**config.mk**
```make
export PLATFORM = sky130hd
export DESIGN_NAME = adder_operand_fifo
export DESIGN_NICKNAME = d
export VERILOG_FILES = /design/src/rtl/adder_operand_fifo.sv
export SDC_FILE = /design/constraint.sdc
export NUM_CORES = 1
export LEC_CHECK = 0
export BUFFER_PORTS_ARGS = -buffer_cell sky130_fd_sc_hd__buf_2
export CAP_MARGIN = 20
export CORE_ASPECT_RATIO = 1.4
export CORE_MARGIN = 10
export CORE_UTILIZATION = 39
export DETAILED_ROUTE_END_ITERATION = 10
export PLACE_DENSITY_LB_ADDON = 0.15
export REMOVE_ABC_BUFFERS = 1
export SYNTH_ARGS = -nofsm -noshare
export SYNTH_HDL_FRONTEND = slang
export SYNTH_SLANG_ARGS = --single-unit
```
**constraint.sdc**
```tcl
create_clock -name clk -period 2.8 [get_ports clk]
set_clock_uncertainty 0.1 [all_clocks]
set_input_delay 0.28 -clock clk [delete_from_list [all_inputs] [get_ports clk]]
set_output_delay 0.28 -clock clk [all_outputs]
set_load 0.01 [all_outputs]
```
**src/rtl/adder_operand_fifo.sv**
```systemverilog
// Operand FIFO feeding a Sklansky adder: {a, b, cin} triples, first-word-fall-through.
// Optional same-cycle empty-FIFO bypass is enabled by defining ADDER_FIFO_BYPASS_EN.
module adder_operand_fifo #(
  parameter int SIZE  = 32,
  parameter int DEPTH = 4
) (
  input  logic                       clk,
  input  logic                       rst_n,
  input  logic                       in_valid,
  output logic                       in_ready,
  input  logic [SIZE-1:0]            in_a,
  input  logic [SIZE-1:0]            in_b,
  input  logic                       in_cin,
  output logic                       out_valid,
  input  logic                       out_ready,
  output logic [SIZE-1:0]            out_a,
  output logic [SIZE-1:0]            out_b,
  output logic                       out_cin,
  output logic [$clog2(DEPTH+1)-1:0] count
);

  localparam int PTR_W   = $clog2(DEPTH);
  localparam int CNT_W   = $clog2(DEPTH+1);
  localparam int ENTRY_W = 2*SIZE + 1;
  localparam logic [CNT_W-1:0] FULL_CNT = CNT_W'(DEPTH);

  typedef logic [ENTRY_W-1:0] entry_t;

  entry_t           mem_q [DEPTH];
  logic [PTR_W-1:0] wr_ptr_q, wr_ptr_d;
  logic [PTR_W-1:0] rd_ptr_q, rd_ptr_d;
  logic [CNT_W-1:0] count_q, count_d;

  logic   full, empty;
  logic   push, pop;
  logic   store, retire;
  logic   bypass;
  entry_t in_entry, head_entry, out_entry;

  // DEPTH is a power of two, so the natural PTR_W-bit rollover is the modulo wrap.
  function automatic logic [PTR_W-1:0] ptr_inc(input logic [PTR_W-1:0] p);
    return p + PTR_W'(1);
  endfunction

  assign full  = (count_q == FULL_CNT);
  assign empty = (count_q == '0);

`ifdef ADDER_FIFO_BYPASS_EN
  assign bypass = empty && in_valid && out_ready;
`else
  assign bypass = 1'b0;
`endif

  // in_ready depends on stored count only, keeping out_ready off this path.
  assign in_ready  = !full;
  assign out_valid = !empty || bypass;
  assign push      = in_valid && in_ready;
  assign pop       = out_valid && out_ready;

  // A bypassed entry goes straight through and touches neither storage nor count.
  assign store  = push && !bypass;
  assign retire = pop && !bypass;

  assign in_entry   = {in_a, in_b, in_cin};
  assign head_entry = mem_q[rd_ptr_q];

  always_comb begin
    out_entry = '0;
    if (bypass) begin
      out_entry = in_entry;
    end else if (!empty) begin
      out_entry = head_entry;
    end
  end

  assign {out_a, out_b, out_cin} = out_entry;
  assign count = count_q;

  always_comb begin
    wr_ptr_d = wr_ptr_q;
    rd_ptr_d = rd_ptr_q;
    count_d  = count_q;
    if (store) begin
      wr_ptr_d = ptr_inc(wr_ptr_q);
    end
    if (retire) begin
      rd_ptr_d = ptr_inc(rd_ptr_q);
    end
    case ({store, retire})
      2'b10:   count_d = count_q + CNT_W'(1);
      2'b01:   count_d = count_q - CNT_W'(1);
      default: count_d = count_q;
    endcase
  end

  always_ff @(posedge clk or negedge rst_n) begin
    if (!rst_n) begin
      wr_ptr_q <= '0;
      rd_ptr_q <= '0;
      count_q  <= '0;
    end else begin
      wr_ptr_q <= wr_ptr_d;
      rd_ptr_q <= rd_ptr_d;
      count_q  <= count_d;
    end
  end

  // Storage is never reset; out_* masking keeps stale words invisible.
  always_ff @(posedge clk) begin
    if (store) begin
      mem_q[wr_ptr_q] <= in_entry;
    end
  end

endmodule

```
# Yosys cells after proc, flatten, opt, wreduce, memory -nomap -nowiden
# Memories as Yosys holds them, arrays and structs flattened.
# Cells that the tools add are included.
dict set report totals {
  reg_bits 7
  ramBits 260
  input_bits 69
  mem_count 1
  output_inout_bits 70
}
# memory words word_bits read_ports rd_ports_with_merged_regs wr line
set memory_table {}
lappend memory_table {mem_q 4 65 1 0 1 29} ;# entry_t mem_q [DEPTH];
dict set report op_classes {
  n_addsub 4
  reduce_logical 6
  eq_ne 3
  muxes 4
}
# operator count
set ops {}
lappend ops {{$mux 65} 1}
lappend ops {{$pmux 3 s2} 1}
lappend ops {{$add 2x1->2 const B} 2}
lappend ops {{$add 3x1->3 const B} 1}
lappend ops {{$eq 3x3->1 const B} 1}
lappend ops {{$logic_not 3->1} 1}
lappend ops {{$sub 3x1->3 const B} 1}
lappend ops {{$eq 2x1->1 const B} 1}
lappend ops {{$eq 2x2->1 const B} 1}
lappend ops {{$logic_and 1x1->1} 2}
lappend ops {{$logic_not 1->1} 2}
lappend ops {{$mux 1} 2}
lappend ops {{$reduce_bool 2->1} 1}

# Depth between registers and ports, before layout
# Gate-level depths: netlist of the first run.
dict set report depth {
  depth_word 5
  depth_mapped 9
  depth_no_buf 9
}

# Worst setup path before layout of the first run
# No wires, ideal clock.
dict set report synth_path {
  path_type {reg2reg}
  from {reg count_q[2] (netlist: count[2])}
  to {mem mem_q[0][0] (netlist name), enable pin}
  n_path_buf 0
  stages_incl_launch_ff 3
  period_less_slack_ns 2.844
  t_arrival_ns 2.314
  slack_ns -0.044
  setup_time_ns 0.430
  required_ns 2.270
  cell_sequence {dfrtp_1 -> or3b_1 -> and3_1}
}
dict set report synth_between {
  elab_chain_len 5
}
# element line
set synth_rtl {}
lappend synth_rtl {{from (decl)} 32} ;# logic [CNT_W-1:0] count_q, count_d;
lappend synth_rtl {{from (signal assigned)} 104} ;# count_q <= count_d;
lappend synth_rtl {{$eq 3x3->1} 45} ;# assign full = (count_q == FULL_CNT);
lappend synth_rtl {{$logic_not 1->1} 55} ;# assign in_ready = !full;
lappend synth_rtl {{via in_ready} 10} ;# output logic in_ready,
lappend synth_rtl {{$logic_and 1x1->1} 57} ;# assign push = in_valid && in_ready;
lappend synth_rtl {{$mux 1} 110} ;# if (store) begin
lappend synth_rtl {{$mux 1 (implied by the code)} 111} ;# mem_q[wr_ptr_q] <= in_entry;
lappend synth_rtl {{to (decl)} 29}
# The timed path passes the listed nets, and every way through them passes these cells.

# Worst setup path in the final report of the first run
dict set report layout_path {
  from {reg count_q[0] (netlist: count[0])}
  to {out out_a[29]}
}
dict set report layout_between {
  elab_chain_len 2
}
# element line
set layout_rtl {}
lappend layout_rtl {{$logic_not 3->1} 46} ;# assign empty = (count_q == '0);
lappend layout_rtl {{$mux 65} 71} ;# end else if (!empty) begin
lappend layout_rtl {{to (decl)} 16} ;# output logic [SIZE-1:0] out_a,
# Every way passes these cells.

==> report_table.html, run 1 <==
<table>
<tr><th>Metric</th><th>Value</th></tr>
<tr><th colspan="2">Global route</th></tr>
<tr><td>Number of antenna violations at the first check in global routing</td><td>0</td></tr>
<tr><td>Number of global-route vias before repair</td><td>5972</td></tr>
<tr><td>First-pass GRT wire length</td><td>33800 um</td></tr>
<tr><td>Overall track demand over capacity in global routing</td><td>0.131</td></tr>
<tr><td>Largest net degree at the start of global routing</td><td>68</td></tr>
<tr><td>Overflow after GRT</td><td>0</td></tr>
<tr><th colspan="2">Setup path</th></tr>
<tr><td>Crit path max-delay cell type</td><td>or3_2</td></tr>
<tr><td>Crit path buffers/inverters</td><td>2</td></tr>
<tr><td>Worst reg-to-reg setup slack</td><td>0.38 ns</td></tr>
<tr><td>Worst reg2reg path depth</td><td>9</td></tr>
<tr><td>Critical path class</td><td>flop to output port</td></tr>
<tr><td>CP endpoint kind</td><td>output port</td></tr>
<tr><td>FF-to-FF End</td><td>count[2]</td></tr>
<tr><td>R2R Path Start</td><td>count[0]</td></tr>
<tr><td>CP peak stage delay</td><td>0.50 ns</td></tr>
<tr><td>CP Cell Sequence</td><td>or3_2 -&gt; buf_4 -&gt; and2_1 -&gt; buf_2</td></tr>
<tr><td>Family with the most delay on the worst path</td><td>simple AND/OR/NAND/NOR gates</td></tr>
<tr><td>Arrival time at the worst endpoint</td><td>2.27 ns</td></tr>
<tr><td>CP startpoint kind</td><td>flop</td></tr>
<tr><td>Worst Path Max Fanout</td><td>67</td></tr>
<tr><td>Required time at the endpoint of the critical path</td><td>2.42 ns</td></tr>
<tr><th colspan="2">Floorplanning</th></tr>
<tr><td>I/O pins</td><td>139</td></tr>
<tr><td>Die X</td><td>157 um</td></tr>
<tr><td>Std cell rows</td><td>70</td></tr>
<tr><td>Die H</td><td>212 um</td></tr>
<tr><td>Core outline area</td><td>26000 um^2</td></tr>
<tr><td>Area enclosed by the die boundary</td><td>33300 um^2</td></tr>
<tr><td>Starting Density</td><td>0.395</td></tr>
<tr><th colspan="2">CTS</th></tr>
<tr><td>Later-pin clock latency in the skew report</td><td>0.51 ns</td></tr>
<tr><td>Clk buf depth</td><td>3</td></tr>
<tr><td>Maximum level of the CTS H-tree</td><td>1</td></tr>
<tr><td>Clock tree from TritonCTS</td><td>built</td></tr>
<tr><td>Cell chosen for the clock root</td><td>clkbuf_16</td></tr>
<tr><td>Sinks on the clock net</td><td>267</td></tr>
<tr><td>Number of buffers created by CTS</td><td>27</td></tr>
<tr><td>Clock slew at reported path FFs</td><td>0.06 ns</td></tr>
<tr><th colspan="2">Finish</th></tr>
<tr><td>Count of antenna diodes in the layout</td><td>0</td></tr>
<tr><td>Syn-to-layout area delta</td><td>26.6%</td></tr>
<tr><td>Total number of nets in the final design</td><td>755</td></tr>
<tr><td>Final design instance area without fill</td><td>13000 um^2</td></tr>
<tr><td>Most used cells in the layout excluding fill and tap cells</td><td>260 x edfxtp_1, 138 x buf_2, 67 x dlygate4sd3_1, 66 x and2_1, 65 x mux4_2</td></tr>
<tr><td>Fillers</td><td>2137</td></tr>
<tr><td>Fraction of final layout cells with drive strength greater than 1</td><td>0.387</td></tr>
<tr><td>Most common library cell in the layout ignoring fill and taps</td><td>edfxtp_1</td></tr>
<tr><td>Count of placed standard cells in the final layout, fillers left out</td><td>1024</td></tr>
<tr><th colspan="2">Placement</th></tr>
<tr><td>Final weighted congestion of routability-driven global placement</td><td>0.682</td></tr>
<tr><td>DP Area</td><td>11400 um^2</td></tr>
<tr><td>Total of buffers placed on input and output ports</td><td>138</td></tr>
<tr><td>Post-placement cell count</td><td>903</td></tr>
<tr><td>Detail Placement HPWL</td><td>12700 um</td></tr>
<tr><th colspan="2">Timing</th></tr>
<tr><td>Maximum achievable frequency</td><td>377 MHz</td></tr>
<tr><td>Number of hold violations in the final report</td><td>0</td></tr>
<tr><td>Final critical-path share of the clock period</td><td>0.948</td></tr>
<tr><td>Slew headroom</td><td>0.514</td></tr>
<tr><td>Count of endpoints failing setup in the final report</td><td>0</td></tr>
<tr><td>Final count of pins violating max slew</td><td>0</td></tr>
<tr><td>Pin slew with the least headroom to its limit</td><td>0.729 ns</td></tr>
<tr><td>Total Neg Setup Slack</td><td>0 ns</td></tr>
<tr><td>RSZ-0062 raised after global routing</td><td>no</td></tr>
<tr><td>Fin crit period</td><td>2.65 ns</td></tr>
<tr><th colspan="2">Logic synthesis</th></tr>
<tr><td>Leading cell types by total area after synthesis</td><td>edfxtp_1 76%, mux4_2 14%, and2_1 4.0%</td></tr>
<tr><td>Mapped Area</td><td>10300 um^2</td></tr>
<tr><td>Share of the yosys chip area belonging to registers</td><td>0.778</td></tr>
<tr><td>Flop and latch count out of synthesis</td><td>267</td></tr>
<tr><td>Largest area contributor in the netlist</td><td>edfxtp_1</td></tr>
<tr><td>Proportion of netlist area held by the largest area contributor</td><td>0.761</td></tr>
<tr><td>Distinct cell type count of the synthesized netlist</td><td>22</td></tr>
<tr><td>Syn Inst Count</td><td>449</td></tr>
<tr><td>Synthesized area per cell</td><td>22.9 um^2</td></tr>
<tr><td>Synth warn</td><td>0</td></tr>
<tr><th colspan="2">Route</th></tr>
<tr><td>Avg Vias per Cell</td><td>4.97</td></tr>
<tr><td>First DRT Iteration DRCs</td><td>211</td></tr>
<tr><td>Routed wire length per instance</td><td>21.2 um</td></tr>
<tr><td>Number of remaining DRC errors</td><td>0</td></tr>
<tr><td>Wirelength, routed</td><td>21700 um</td></tr>
<tr><td>Routed Antenna Nets</td><td>0</td></tr>
<tr><td>Count of TritonRoute iterations in the first routing pass</td><td>4</td></tr>
<tr><td>Total via count in the routed design</td><td>5087</td></tr>
<tr><th colspan="2">Job</th></tr>
<tr><td>Number of maximum-capacitance violations</td><td>0</td></tr>
<tr><th colspan="2">Power</th></tr>
<tr><td>Standby leakage power</td><td>4.55 nW</td></tr>
<tr><td>Power Density</td><td>1060 nW/um^2</td></tr>
<tr><td>Max rail drop VDD</td><td>968 uV</td></tr>
<tr><td>Post-layout power</td><td>13.8 mW</td></tr>
<tr><th colspan="2">Worst hold path</th></tr>
<tr><td>Classification of the worst-slack hold path</td><td>input pin to async pin</td></tr>
<tr><th colspan="2">Run status</th></tr>
<tr><td>Status</td><td>complete, no violations</td></tr>
</table>
[flip-flops by register name, indices dropped and copies added, names as in the netlist]
name and count:
rd_ptr_q 2, mem_q 260, wr_ptr_q 2, count 3
[stage by stage]
step / hold WS, ns / utilization / worst slack (ns)
final: 0.0299 / 0.500 / 0.146
after CTS: 0.00369 / 0.500 / 0.0798
after global placement: 0.0209 / 0.438 / 0.492
after detailed placement: 0.0222 / 0.438 / 0.402
after floorplan: -0.116 / - / -1.06
after global routing: 0.0397 / 0.500 / 0.0445
[Yosys cell counts]
master      n
edfxtp_1  260
and2_1     66
mux4_2     65
clkbuf_1    9
dfrtp_1     7
buf_2       6
inv_1       6
ha_1        5
and3_1      4
buf_12      4
xnor2_1     3
xor2_1      3
buf_4       2
and2_4      1
buf_6       1
fa_1        1
mux2_2      1
mux2i_1     1
nand3_1     1
nor2_1      1
or3_1       1
or3b_1      1
[cell type report]
type                       instances  area, um^2  area share
clock buffer                      28         679      0.0523
clock inverter                    21         181      0.0140
inverter                           6        22.5     0.00173
tap                              324         405      0.0312
multi-input combinational        154        2110       0.163
timing repair buffer             224        1600       0.123
sequential                       267        7990       0.615
[routing by layer]
| layer | track usage | vias to the layer above | routed length, um |
|---|---|---|---|
| met4 | 0.0304 | 0 | 367 |
| li1 | - | 2284 | - |
| met2 | 0.237 | 104 | 11700 |
| met3 | 0.0259 | 31 | 978 |
| met5 | 0 | - | 0 |
| met1 | 0.156 | 2668 | 8620 |
[cells by family (layout without fill, tap and decap cells)]
logic type	after synthesis	after routing	share of synthesized area
buffers and inverters	28	279	0.0188
multiplexers	67	67	0.145
XOR/XNOR	6	6	0.00512
AND/OR/NAND/NOR	75	75	0.0458
adder cells (fa/ha/maj)	6	6	0.00804
flip-flops	267	267	0.778
[where the power goes]
group	switching, mW	internal [mW]	total [mW]
Combinational	2.39	2.32	4.71
Clock	1.45	2.03	3.48
Sequential	0.290	5.29	5.58
[worst reg2reg max path, cell delays in order, from the launching register on]
cell and delay, ns:
dfrtp_1 0.43, or3b_1 0.50, and2_4 0.22, inv_1 0.06, ha_1 0.18, inv_1 0.06, fa_1 0.37, xor2_1 0.15
nor2_1 0.12, xor2_1 0.15
[worst max-delay path by stage]
| stage | start | endpoint | slack [ns] | cells after the start |
|---|---|---|---|---|
| 6_report | count[0] | out_a[29] | 0.15 | 4 |
| 5_1_grt | count[0] | out_a[29] | 0.04 | 4 |
| 4_1_cts | count[0] | out_a[15] | 0.08 | 4 |
| 3_5_place_dp | count[0] | count[2] | 0.40 | 9 |
| 3_3_place_gp | count[0] | count[2] | 0.49 | 9 |
| 2_1_floorplan | rd_ptr_q[0] | out_a[0] | -1.06 | 2 |
[repair_timing]
item                                   CTS  global route
endpoints found under the hold margin  268             0
gates resized for setup                  0             0
hold buffers                            67             0
setup buffers                            5             0
setup endpoints to repair               16             0
(Power assumes the default switching activity.)
==> run 2: changes to the inputs <==
==> constraint.sdc (replaced) <==
create_clock -name clk -period 2.8 [get_ports clk]
set_clock_uncertainty 0.1 [all_clocks]
set_input_delay 0.42 -clock clk [delete_from_list [all_inputs] [get_ports clk]]
set_output_delay 0.42 -clock clk [all_outputs]
set_load 0.01 [all_outputs]
==> report_table.html, run 2 (synthesis results as in run 1) <==
<table>
<tr><th>Metric</th><th>Value</th></tr>
<tr><th colspan="2">Floorplanning</th></tr>
<tr><td>Starting Density</td><td>0.395 (unchanged)</td></tr>
<tr><td>Area enclosed by the die boundary</td><td>33300 um^2 (unchanged)</td></tr>
<tr><td>Die X</td><td>157 um (unchanged)</td></tr>
<tr><td>I/O pins</td><td>139 (unchanged)</td></tr>
<tr><td>Core outline area</td><td>26000 um^2 (unchanged)</td></tr>
<tr><td>Std cell rows</td><td>70 (unchanged)</td></tr>
<tr><td>Die H</td><td>212 um (unchanged)</td></tr>
<tr><th colspan="2">Finish</th></tr>
<tr><td>Syn-to-layout area delta</td><td>21.6%</td></tr>
<tr><td>Fraction of final layout cells with drive strength greater than 1</td><td>0.412 (+0.0253)</td></tr>
<tr><td>Max reg flops</td><td>260 (unchanged)</td></tr>
<tr><td>Total number of nets in the final design</td><td>701 (-7.2%)</td></tr>
<tr><td>Register ranked first by flip-flop count</td><td>mem_q</td></tr>
<tr><td>Most common library cell in the layout ignoring fill and taps</td><td>edfxtp_1</td></tr>
<tr><td>Final design utilization</td><td>0.480 (-0.0196)</td></tr>
<tr><td>Most used cells in the layout excluding fill and tap cells</td><td>260 x edfxtp_1, 138 x buf_2, 66 x and2_1, 65 x mux4_2, 27 x clkbuf_16</td></tr>
<tr><td>Final design instance area without fill</td><td>12500 um^2 (-3.9%)</td></tr>
<tr><th colspan="2">CTS</th></tr>
<tr><td>Clk buf depth</td><td>3 (unchanged)</td></tr>
<tr><td>Number of buffers created by CTS</td><td>26 (-3.7%)</td></tr>
<tr><td>Cell chosen for the clock root</td><td>clkbuf_16</td></tr>
<tr><td>Sinks on the clock net</td><td>267 (unchanged)</td></tr>
<tr><td>Clock tree from TritonCTS</td><td>built</td></tr>
<tr><td>Maximum level of the CTS H-tree</td><td>1 (unchanged)</td></tr>
<tr><td>Clock slew at reported path FFs</td><td>0.06 ns (about the same)</td></tr>
<tr><td>Later-pin clock latency in the skew report</td><td>0.51 ns (about the same)</td></tr>
<tr><th colspan="2">Power</th></tr>
<tr><td>Standby leakage power</td><td>4.33 nW (-4.8%)</td></tr>
<tr><td>Max rail drop VDD</td><td>781 uV (-19%)</td></tr>
<tr><td>Power Density</td><td>1100 nW/um^2 (+3.4%)</td></tr>
<tr><td>Post-layout power</td><td>13.7 mW (-0.64%)</td></tr>
<tr><th colspan="2">Run status</th></tr>
<tr><td>Status</td><td>complete, no violations</td></tr>
<tr><th colspan="2">Timing</th></tr>
<tr><td>Fin crit period</td><td>2.66 ns (+0.0107 ns)</td></tr>
<tr><td>Number of hold violations in the final report</td><td>0 (unchanged)</td></tr>
<tr><td>Final count of pins violating max slew</td><td>0 (unchanged)</td></tr>
<tr><td>Pin slew with the least headroom to its limit</td><td>0.548 ns (-0.181 ns)</td></tr>
<tr><td>Final critical-path share of the clock period</td><td>0.952 (+0.00382)</td></tr>
<tr><td>Maximum achievable frequency</td><td>375 MHz (-0.40%)</td></tr>
<tr><td>Count of endpoints failing setup in the final report</td><td>0 (unchanged)</td></tr>
<tr><td>Slew headroom</td><td>0.634 (+0.121)</td></tr>
<tr><td>Total Neg Setup Slack</td><td>0 ns (unchanged)</td></tr>
<tr><td>Final worst-path setup slack</td><td>0.136 ns (-0.0107 ns)</td></tr>
<tr><td>RSZ-0062 raised after global routing</td><td>no</td></tr>
<tr><th colspan="2">Setup path</th></tr>
<tr><td>CP endpoint kind</td><td>output port</td></tr>
<tr><td>CP startpoint kind</td><td>flop</td></tr>
<tr><td>Worst reg-to-reg setup slack</td><td>0.32 ns (-0.06 ns)</td></tr>
<tr><td>Arrival time at the worst endpoint</td><td>2.14 ns (-0.13 ns)</td></tr>
<tr><td>FF-to-FF End</td><td>count[2]</td></tr>
<tr><td>Worst Path Max Fanout</td><td>67 (unchanged)</td></tr>
<tr><td>Critical path class</td><td>flop to output port</td></tr>
<tr><td>R2R Path Start</td><td>count[0]</td></tr>
<tr><td>Launch point of the worst path</td><td>count[0]</td></tr>
<tr><td>Required time at the endpoint of the critical path</td><td>2.28 ns (-0.14 ns)</td></tr>
<tr><td>Worst reg2reg path depth</td><td>9 (unchanged)</td></tr>
<tr><th colspan="2">Route</th></tr>
<tr><td>Count of TritonRoute iterations in the first routing pass</td><td>4 (unchanged)</td></tr>
<tr><td>Routed Antenna Nets</td><td>0 (unchanged)</td></tr>
<tr><td>Avg Vias per Cell</td><td>5.07 (+2.0%)</td></tr>
<tr><td>First DRT Iteration DRCs</td><td>283 (+34%)</td></tr>
<tr><td>Wirelength, routed</td><td>21900 um (+1.1%)</td></tr>
<tr><td>Total via count in the routed design</td><td>4921 (-3.3%)</td></tr>
<tr><td>Number of remaining DRC errors</td><td>0 (unchanged)</td></tr>
<tr><td>Routed wire length per instance</td><td>22.6 um (+6.6%)</td></tr>
<tr><th colspan="2">Global route</th></tr>
<tr><td>First-pass GRT wire length</td><td>33100 um (-1.8%)</td></tr>
<tr><td>Number of global-route vias before repair</td><td>5634 (-5.7%)</td></tr>
<tr><td>Overall track demand over capacity in global routing</td><td>0.131 (about the same)</td></tr>
<tr><td>Overflow after GRT</td><td>0 (unchanged)</td></tr>
<tr><td>Largest net degree at the start of global routing</td><td>68 (unchanged)</td></tr>
<tr><td>Number of antenna violations at the first check in global routing</td><td>4 (+4)</td></tr>
<tr><th colspan="2">Worst hold path</th></tr>
<tr><td>Hold-critical path endpoint</td><td>mem_q[2][64]</td></tr>
<tr><td>Worst Min Path Start</td><td>in_a[31]</td></tr>
<tr><td>Worst hold path stage count</td><td>1</td></tr>
<tr><td>Classification of the worst-slack hold path</td><td>input pin to flop</td></tr>
<tr><th colspan="2">Placement</th></tr>
<tr><td>Total of buffers placed on input and output ports</td><td>138 (unchanged)</td></tr>
<tr><td>DP Area</td><td>11500 um^2 (+0.68%)</td></tr>
<tr><td>Detail Placement HPWL</td><td>13600 um (+7.2%)</td></tr>
<tr><td>Final weighted congestion of routability-driven global placement</td><td>0.693 (+1.7%)</td></tr>
<tr><td>Post-placement worst setup slack</td><td>0.357 ns (-0.0447 ns)</td></tr>
<tr><th colspan="2">Job</th></tr>
<tr><td>Number of maximum-capacitance violations</td><td>0 (unchanged)</td></tr>
</table>
[run 2: cell types whose count changed in the layout (fill, tap and decap cells not counted), sizes merged]
cell,change
clkbuf,+6
clkinv,-5
clkinvlp,-2
diode,+2
dlygate4sd3,-53
inv,-1
[run 2: layout make-up]
cell class                 instances  area (um^2)
sequential                       267         7990
multi-input combinational        154         2110
inverter                           6         22.5
antenna                            2         5.00
clock buffer                      34          702
tap                              324          405
clock inverter                    13          134
timing repair buffer             171         1110
fill                            2154        13500
[run 2: power by group]
part           internal, mW  total [mW]  switching (mW)
Combinational          2.28        4.69            2.40
Sequential             5.29        5.56           0.272
Clock                  2.03        3.43            1.40
[run 2: metal layers]
layer | routed length (um) | share of wire | track usage
met5 | 41 | 0.0019 | 0
met4 | 349 | 0.016 | 0.0323
met3 | 1110 | 0.050 | 0.0301
met2 | 11800 | 0.54 | 0.235
met1 | 8650 | 0.40 | 0.154
[run 2: worst max path at each step]
stage / endpoint / slack [ns] / depth (start not counted)
2_1_floorplan: out_a[0] / -1.20 / 2
3_5_place_dp: count[2] / 0.36 / 9
6_report: out_a[29] / 0.14 / 4
5_1_grt: out_b[0] / 0.04 / 4
3_3_place_gp: out_a[1] / 0.50 / 4
4_1_cts: out_b[0] / 0.05 / 4
[run 2: per-stage QoR]
stage / std cells / hold slack [ns]
4_1_cts: 969 / 0.000221
6_report: 971 / 0.0215
5_1_grt: 969 / 0.00500
2_1_floorplan: 427 / 0.0244
3_5_place_dp: 905 / 0.166
3_3_place_gp: 905 / 0.157
[run 2: critical path, cell delays in order (launching register included)]
cell	delay, ns
dfrtp_1	0.42
or3_2	0.51
buf_6	0.27
and2_1	0.24
buf_2	0.15
[run 2: timing repair]
item                                    in CTS  in global routing
setup buffers                                3                  0
endpoints found under the setup margin      60                  0
hold buffers                                14                  0
endpoints found under the hold margin       59                  0
resized for setup                            1                  0
